**src/rtl/serial_subtractor_pkg.sv**
```systemverilog
// Shared definitions for the bit-serial subtractor: controller state encoding.
package serial_subtractor_pkg;

  typedef enum logic [1:0] {
    StIdle = 2'd0,
    StRun  = 2'd1,
    StDone = 2'd2
  } sub_state_e;

endpackage

```
**src/rtl/serial_subtractor_one_bit.sv**
```systemverilog
// One-bit full subtractor: D = A - B - Bin, with borrow out.
module one_bit_full_subtractor (
  input  logic A,
  input  logic B,
  input  logic Bin,
  output logic Bout,
  output logic D
);

  logic w_diff;

  always_comb begin
    w_diff = A ^ B;
    D      = w_diff ^ Bin;
    Bout   = (~A & B) | (Bin & ~w_diff);
  end

endmodule

```
**src/rtl/serial_subtractor.sv**
```systemverilog
// Bit-serial two's-complement subtractor, LSB first, with start/busy/done handshake.
module serial_subtractor
  import serial_subtractor_pkg::*;
#(
  parameter int unsigned WIDTH = 8
) (
  input  logic             clk,
  input  logic             rst_n,
  input  logic             start,
  input  logic [WIDTH-1:0] A,
  input  logic [WIDTH-1:0] B,
  output logic             busy,
  output logic             done,
  output logic [WIDTH-1:0] Z,
  output logic             Bout,
  output logic             V
);

  localparam int unsigned CntW = (WIDTH > 2) ? $clog2(WIDTH) : 1;
  localparam logic [CntW-1:0] LastCnt = CntW'(WIDTH - 1);

  sub_state_e       r_state;
  logic [WIDTH-1:0] r_sh_a;
  logic [WIDTH-1:0] r_sh_b;
  logic [WIDTH-1:0] r_res;
  logic [CntW-1:0]  r_count;
  logic             r_borrow;
  logic             r_sign_a;
  logic             r_sign_b;
  logic             r_busy;
  logic             r_done;
  logic [WIDTH-1:0] r_z;
  logic             r_bout;
  logic             r_v;

  logic             w_d;
  logic             w_bo;
  logic [WIDTH-1:0] w_res_next;

  one_bit_full_subtractor u_cell (
    .A    (r_sh_a[0]),
    .B    (r_sh_b[0]),
    .Bin  (r_borrow),
    .Bout (w_bo),
    .D    (w_d)
  );

  assign w_res_next = {w_d, r_res[WIDTH-1:1]};

  always_ff @(posedge clk or negedge rst_n) begin
    if (!rst_n) begin
      r_state  <= StIdle;
      r_sh_a   <= '0;
      r_sh_b   <= '0;
      r_res    <= '0;
      r_count  <= '0;
      r_borrow <= 1'b0;
      r_sign_a <= 1'b0;
      r_sign_b <= 1'b0;
      r_busy   <= 1'b0;
      r_done   <= 1'b0;
      r_z      <= '0;
      r_bout   <= 1'b0;
      r_v      <= 1'b0;
    end else begin
      unique case (r_state)
        StIdle: begin
          if (start) begin
            r_sh_a   <= A;
            r_sh_b   <= B;
            r_borrow <= 1'b0;
            r_count  <= '0;
            r_sign_a <= A[WIDTH-1];
            r_sign_b <= B[WIDTH-1];
            r_busy   <= 1'b1;
            r_state  <= StRun;
          end
        end
        StRun: begin
          r_sh_a   <= r_sh_a >> 1;
          r_sh_b   <= r_sh_b >> 1;
          r_res    <= w_res_next;
          r_borrow <= w_bo;
          r_count  <= r_count + 1'b1;
          if (r_count == LastCnt) begin
            // w_d is the final MSB of the difference on this edge.
            r_z     <= w_res_next;
            r_bout  <= w_bo;
            r_v     <= (r_sign_a ^ r_sign_b) & (r_sign_a ^ w_d);
            r_busy  <= 1'b0;
            r_done  <= 1'b1;
            r_state <= StDone;
          end
        end
        StDone: begin
          r_done  <= 1'b0;
          r_state <= StIdle;
        end
        default: begin
          r_busy  <= 1'b0;
          r_done  <= 1'b0;
          r_state <= StIdle;
        end
      endcase
    end
  end

  assign busy = r_busy;
  assign done = r_done;
  assign Z    = r_z;
  assign Bout = r_bout;
  assign V    = r_v;

endmodule

```
**config.mk**
```make
export PLATFORM = sky130hd
export DESIGN_NAME = serial_subtractor
export DESIGN_NICKNAME = d
export VERILOG_FILES = /design/src/rtl/serial_subtractor_pkg.sv /design/src/rtl/serial_subtractor_one_bit.sv /design/src/rtl/serial_subtractor.sv
export SDC_FILE = /design/constraint.sdc
export NUM_CORES = 1
export LEC_CHECK = 0
export CORE_MARGIN = 4
export CORE_UTILIZATION = 25
export DETAILED_ROUTE_END_ITERATION = 16
export SYNTH_ARGS = -nofsm -noshare
export SYNTH_HDL_FRONTEND = slang
export SYNTH_SLANG_ARGS = --single-unit
```
**constraint.sdc**
```tcl
create_clock -name clk -period 3 [get_ports clk]
set_input_delay 0.75 -clock clk [delete_from_list [all_inputs] [get_ports clk]]
set_output_delay 0.75 -clock clk [all_outputs]
set_load 0.02 [all_outputs]
```
**Word-level counts from Yosys, hierarchy flattened**

Cells that the tools add are included.

- Output and inout port bits: 12
- Register bits: 44
- Logic and storage cells: 55
- Bits of input ports: 19

- Equality and inequality tests: 5
- Bitwise gates (word level): 12
- Multiplexer cells: 16
- Reductions and logical operators: 8
- Add/sub/neg operators: 1

Operators with widths:

| cell | number |
|---|---|
| $pmux 8 s2 | 2 |
| $mux 8 | 2 |
| $reduce_and 2->1 | 5 |
| $pmux 3 s2 | 1 |
| $mux 1 | 4 |
| $mux 2 | 2 |
| $ne 2x2->1 const B | 2 |
| $not 1->1 | 4 |
| $pmux 1 s2 | 2 |
| $pmux 2 s2 | 1 |
| $xor 1x1->1 | 4 |
| $add 3x1->3 const B | 1 |
| $and 1x1->1 | 3 |
| $eq 3x3->1 const B | 1 |
| $mux 3 | 1 |
| $pmux 1 s3 | 1 |
| $reduce_and 3->1 | 1 |
| $eq 2x1->1 const B | 1 |
| $eq 2x2->1 const B | 1 |
| $logic_not 2->1 | 1 |
| $reduce_bool 2->1 | 1 |
| $or 1x1->1 | 1 |

**Logic depth before layout (Yosys ltp)**

- Depth after elaboration: 5
- Mapped depth: 6

**Modules after synthesis**

A second synthesis with hierarchy kept.

- Cells, all modules: 151
- Area total of the unflattened synthesis: 2026.9 um^2

Modules (own cells, without submodules):

| module | area each (um^2) | seq. area each (um^2) | cells each | times used |
|---|---|---|---|---|
| serial_subtractor | 1995.7 | 1076.0 | 147 | 1 |
| one_bit_full_subtractor | 31.3 | 0.0 | 4 | 1 |

**Worst setup path before layout**

OpenSTA, ideal clock, no wires.

- Path type: input port to flip-flop
- From: in start
- To: reg r_sign_a
- Stages: 3
- Arrival time: 1.329 ns
- Library setup time: 0.127 ns
- Required time: 2.873 ns
- Slack: 1.544 ns
- Cells stage by stage: nor2b_4 > nor2b_4 > mux2_1

- Cells in the longest elaborated chain, start to end: 1

RTL lines:

| what | line | source |
|---|---|---|
| start: declaration | serial_subtractor.sv:9 | `input logic start,` |
| $reduce_and 2->1 (no source line) | - |  |
| end signal: assignment | serial_subtractor.sv:73 | `r_sign_a <= A[WIDTH-1];` |
| end: declaration | serial_subtractor.sv:28 | `logic r_sign_a;` |

No other way between the ends.
A chain may end at the register's enable or synchronous reset.

**Worst setup path after layout**

- From: reg r_busy (netlist: busy)
- To: out busy

RTL lines:

| what | line | source |
|---|---|---|
| start: declaration | serial_subtractor.sv:30 | `logic r_busy;` |
| start signal: assignment | serial_subtractor.sv:60 | `r_busy <= 1'b0;` |
| start signal: assignment | serial_subtractor.sv:75 | `r_busy <= 1'b1;` |
| start signal: assignment | serial_subtractor.sv:90 | `r_busy <= 1'b0;` |
| end: declaration | serial_subtractor.sv:12 | `output logic busy,` |

No word-level cell between the ends.

==> impl_results.md <==
- Largest area contributor in the netlist: dfrtp_1
- Port-buffer cells: 30
- Final Max Slew Viols: 0
- Worst Path Max Fanout: 3
- Status: completed
- Antenna Nets Post-Route: 0
- Post-Route Utilization: between 30% and 40%
- CP endpoint kind: primary output
- Critical path buffers and inverters: 1
- Setup CP Type: reg2out
- DR vias/cell: 4.328
- Flop and latch count out of synthesis: between 40 and 50
- Post-CTS Setup Inserts: 0
- Synth cell types: 27
- Crit-path max cell delay: 0.62 ns
- CTS root buf: clkbuf_8
- Dpl cells: 291
- Startpoint Class: flop
- Final std cells w/o fill: between 200 and 300
- NumNets Final: 221
- Layout cells sized above 1: 11.50%
- DRC violations left: 0
- H-tree Lvls: 2
- Placed cell area: 2253 sq um
- GR Util All Layers: about 8.8%
- Register area share after synthesis: between 50% and 60%
- Cell Chain, Critical Path: clkdlybuf4s50_1
- DIE AREA: about 9100 sq um
- Crit path max-delay cell type: clkdlybuf4s50_1
- Worst EP arrival: approximately 1.3 ns
- FP Rows: 31
- Synth top area cells: dfrtp_1, nand2_1, a22oi_1
- Area of the core: between 7000 and 8000 sq um
- Total power: about 2300 uW
- Mapped Cells: roughly 170
- Max Fclk: just under 0.5 GHz
- P&R area growth vs syn: 24.43%
- RSZ-0062 raised after global routing: false
- Warnings from Yosys: 0
- Syn Std Cell Area: 1906 sq um
- Final setup viols: 0
- Area share of the leading cell type in the synthesized netlist: between 50% and 60%
- Mapped Nets: just under 200
- Via count: 1294
- Clk buf depth: 2
- Io pins: 31
- Post-synth top flop: dfrtp_1
- Crit-path leading delay family: buffers and inverters
- Worst-margin pin slew: a little under 1 ns
- Final instance area: approximately 2400 sq um
- Asr flop ratio synth: between 90% and 100%
- Syn Area/Cell: approximately 11 sq um
- Max VDD drop: 0.0002441 V
- Period Utilization, post-route: between 60% and 70%
- Initial Util: between 20% and 30%
- Max-cap viol count: 0
- CTS tree: yes
- Hold-fix buffers, CTS: 0
- Global-route wire length before repair: roughly 6200 microns
- Number of flops mapped to enable cells by yosys: 0
- Total CTS buffers: 5
- Routed WL: ~3700 microns
- Largest net degree at the start of global routing: 44
- Routability Congestion: 0.6696
- Clk pin slew, worst setup/hold paths: around 0.08 ns
- DIE HEIGHT: about 95 microns
- Overflow after GRT: 0
- Post-DP HPWL: about 2500 microns
- Final worst path period need: 2.041 ns
- Final clock skew: 0.01069 ns
- Initial DRC Count: just under 100
- Post-cts sizing count: 0
- Worst-Skew Late Latency: ~0.30 ns
- Initial antenna violation count: 0
- Final hold vios: 0
- WP data required: about 2.3 ns
- Slew HR: a little over a third
- Setup TNS: 0 ns
- Hold Path Class: reg2reg
- Most frequent cell after synthesis: dfrtp_1
- Number of global-route vias before repair: roughly 1300
- Synth top cells by count: dfrtp_1, nand2_1, o21ai_0
- Avg WL per Cell: around 12 microns
- Antenna cell count: 0
- Die width: roughly 95 microns
- Initial DRT Pass Iterations: 4
- Leakage: around 0.0011 uW
- Power Density: 976.6 nW/um^2
- Clock Sinks: 43
cell type report:
| class | count | area (sq um) |
|---|---|---|
| multi-input combinational | 112 | 728.2 |
| timing repair buffer | 31 | 302.8 |
| clock inverter | 2 | 35.03 |
| inverter | 6 | 22.52 |
| sequential | 43 | 1076 |
| fill | 734 | 4960 |
| tap | 99 | 123.9 |
| clock buffer | 6 | 82.58 |
final timing paths:
kind,startpoint,to,slack [ns],cells after the start
hold / removal,r_res[1],r_res[1],0.48,2
setup reg to reg,r_state[1],Z[1],1.27,2
setup / recovery,busy,busy,0.96,1
max in group asynchronous,rst_n,Z[2],1.79,1
min in group asynchronous,rst_n,r_sh_a[6],0.61,1
hold reg to reg,r_res[1],r_res[1],0.48,2
where the power goes:
part	switching (uW)	total (uW)	internal (uW)
Combinational	423	842	419
Sequential	179	1010	829
Clock	196	466	269
per-stage QoR:
| stage | hold WS, ns | setup slack [ns] |
|---|---|---|
| final | 0.4836 | 0.9594 |
| after global routing | 0.5132 | 0.9162 |
| after CTS | 0.4902 | 0.9327 |
| after detailed placement | 0.4709 | 0.7703 |
| after global placement | 0.4617 | 0.7940 |
| after floorplan | 0.4418 | 1.544 |
sequential cells by signal, indices dropped and copies added, names as in the netlist:
register and cells:
r_sign_b 1, r_count 3, busy 1, r_sign_a 1
Bout 1, r_borrow 1, r_state 2, V 1
done 1, r_sh_a 8, r_res 7, Z 8
r_sh_b 8
layer usage:
| metal | GRT usage, % | share of wire (%) | vias up |
|---|---|---|---|
| met2 | 13.00 | 45 | 25 |
| li1 | - | - | 634 |
| met5 | 0 | 0 | - |
| met4 | 4.327 | 2.1 | 0 |
| met3 | 2.368 | 5.3 | 8 |
| met1 | 11.91 | 48 | 627 |
kinds of logic after synthesis:
family,share of synthesized area (%)
AOI/OAI and AO/OA,14.18
adders and majority gates,2.364
buffers and inverters,5.318
DFF,56.47
muxes,6.697
and+or+nand+nor,14.97
placed cells by master (no fill, tap or decap), types with 2 or more instances in the layout:
master	n
dfrtp_1	43
nand2_1	41
clkdlybuf4s50_1	29
o21ai_0	13
a22oi_1	11
a21oi_1	8
o21ai_1	8
inv_1	6
clkbuf_8	6
mux2_4	4
mux2_2	4
nor2b_4	3
nor2b_1	3
and3b_1	3
mux2_1	2
a22o_1	2
ha_1	2
Power figures use the tool's default switching activity.
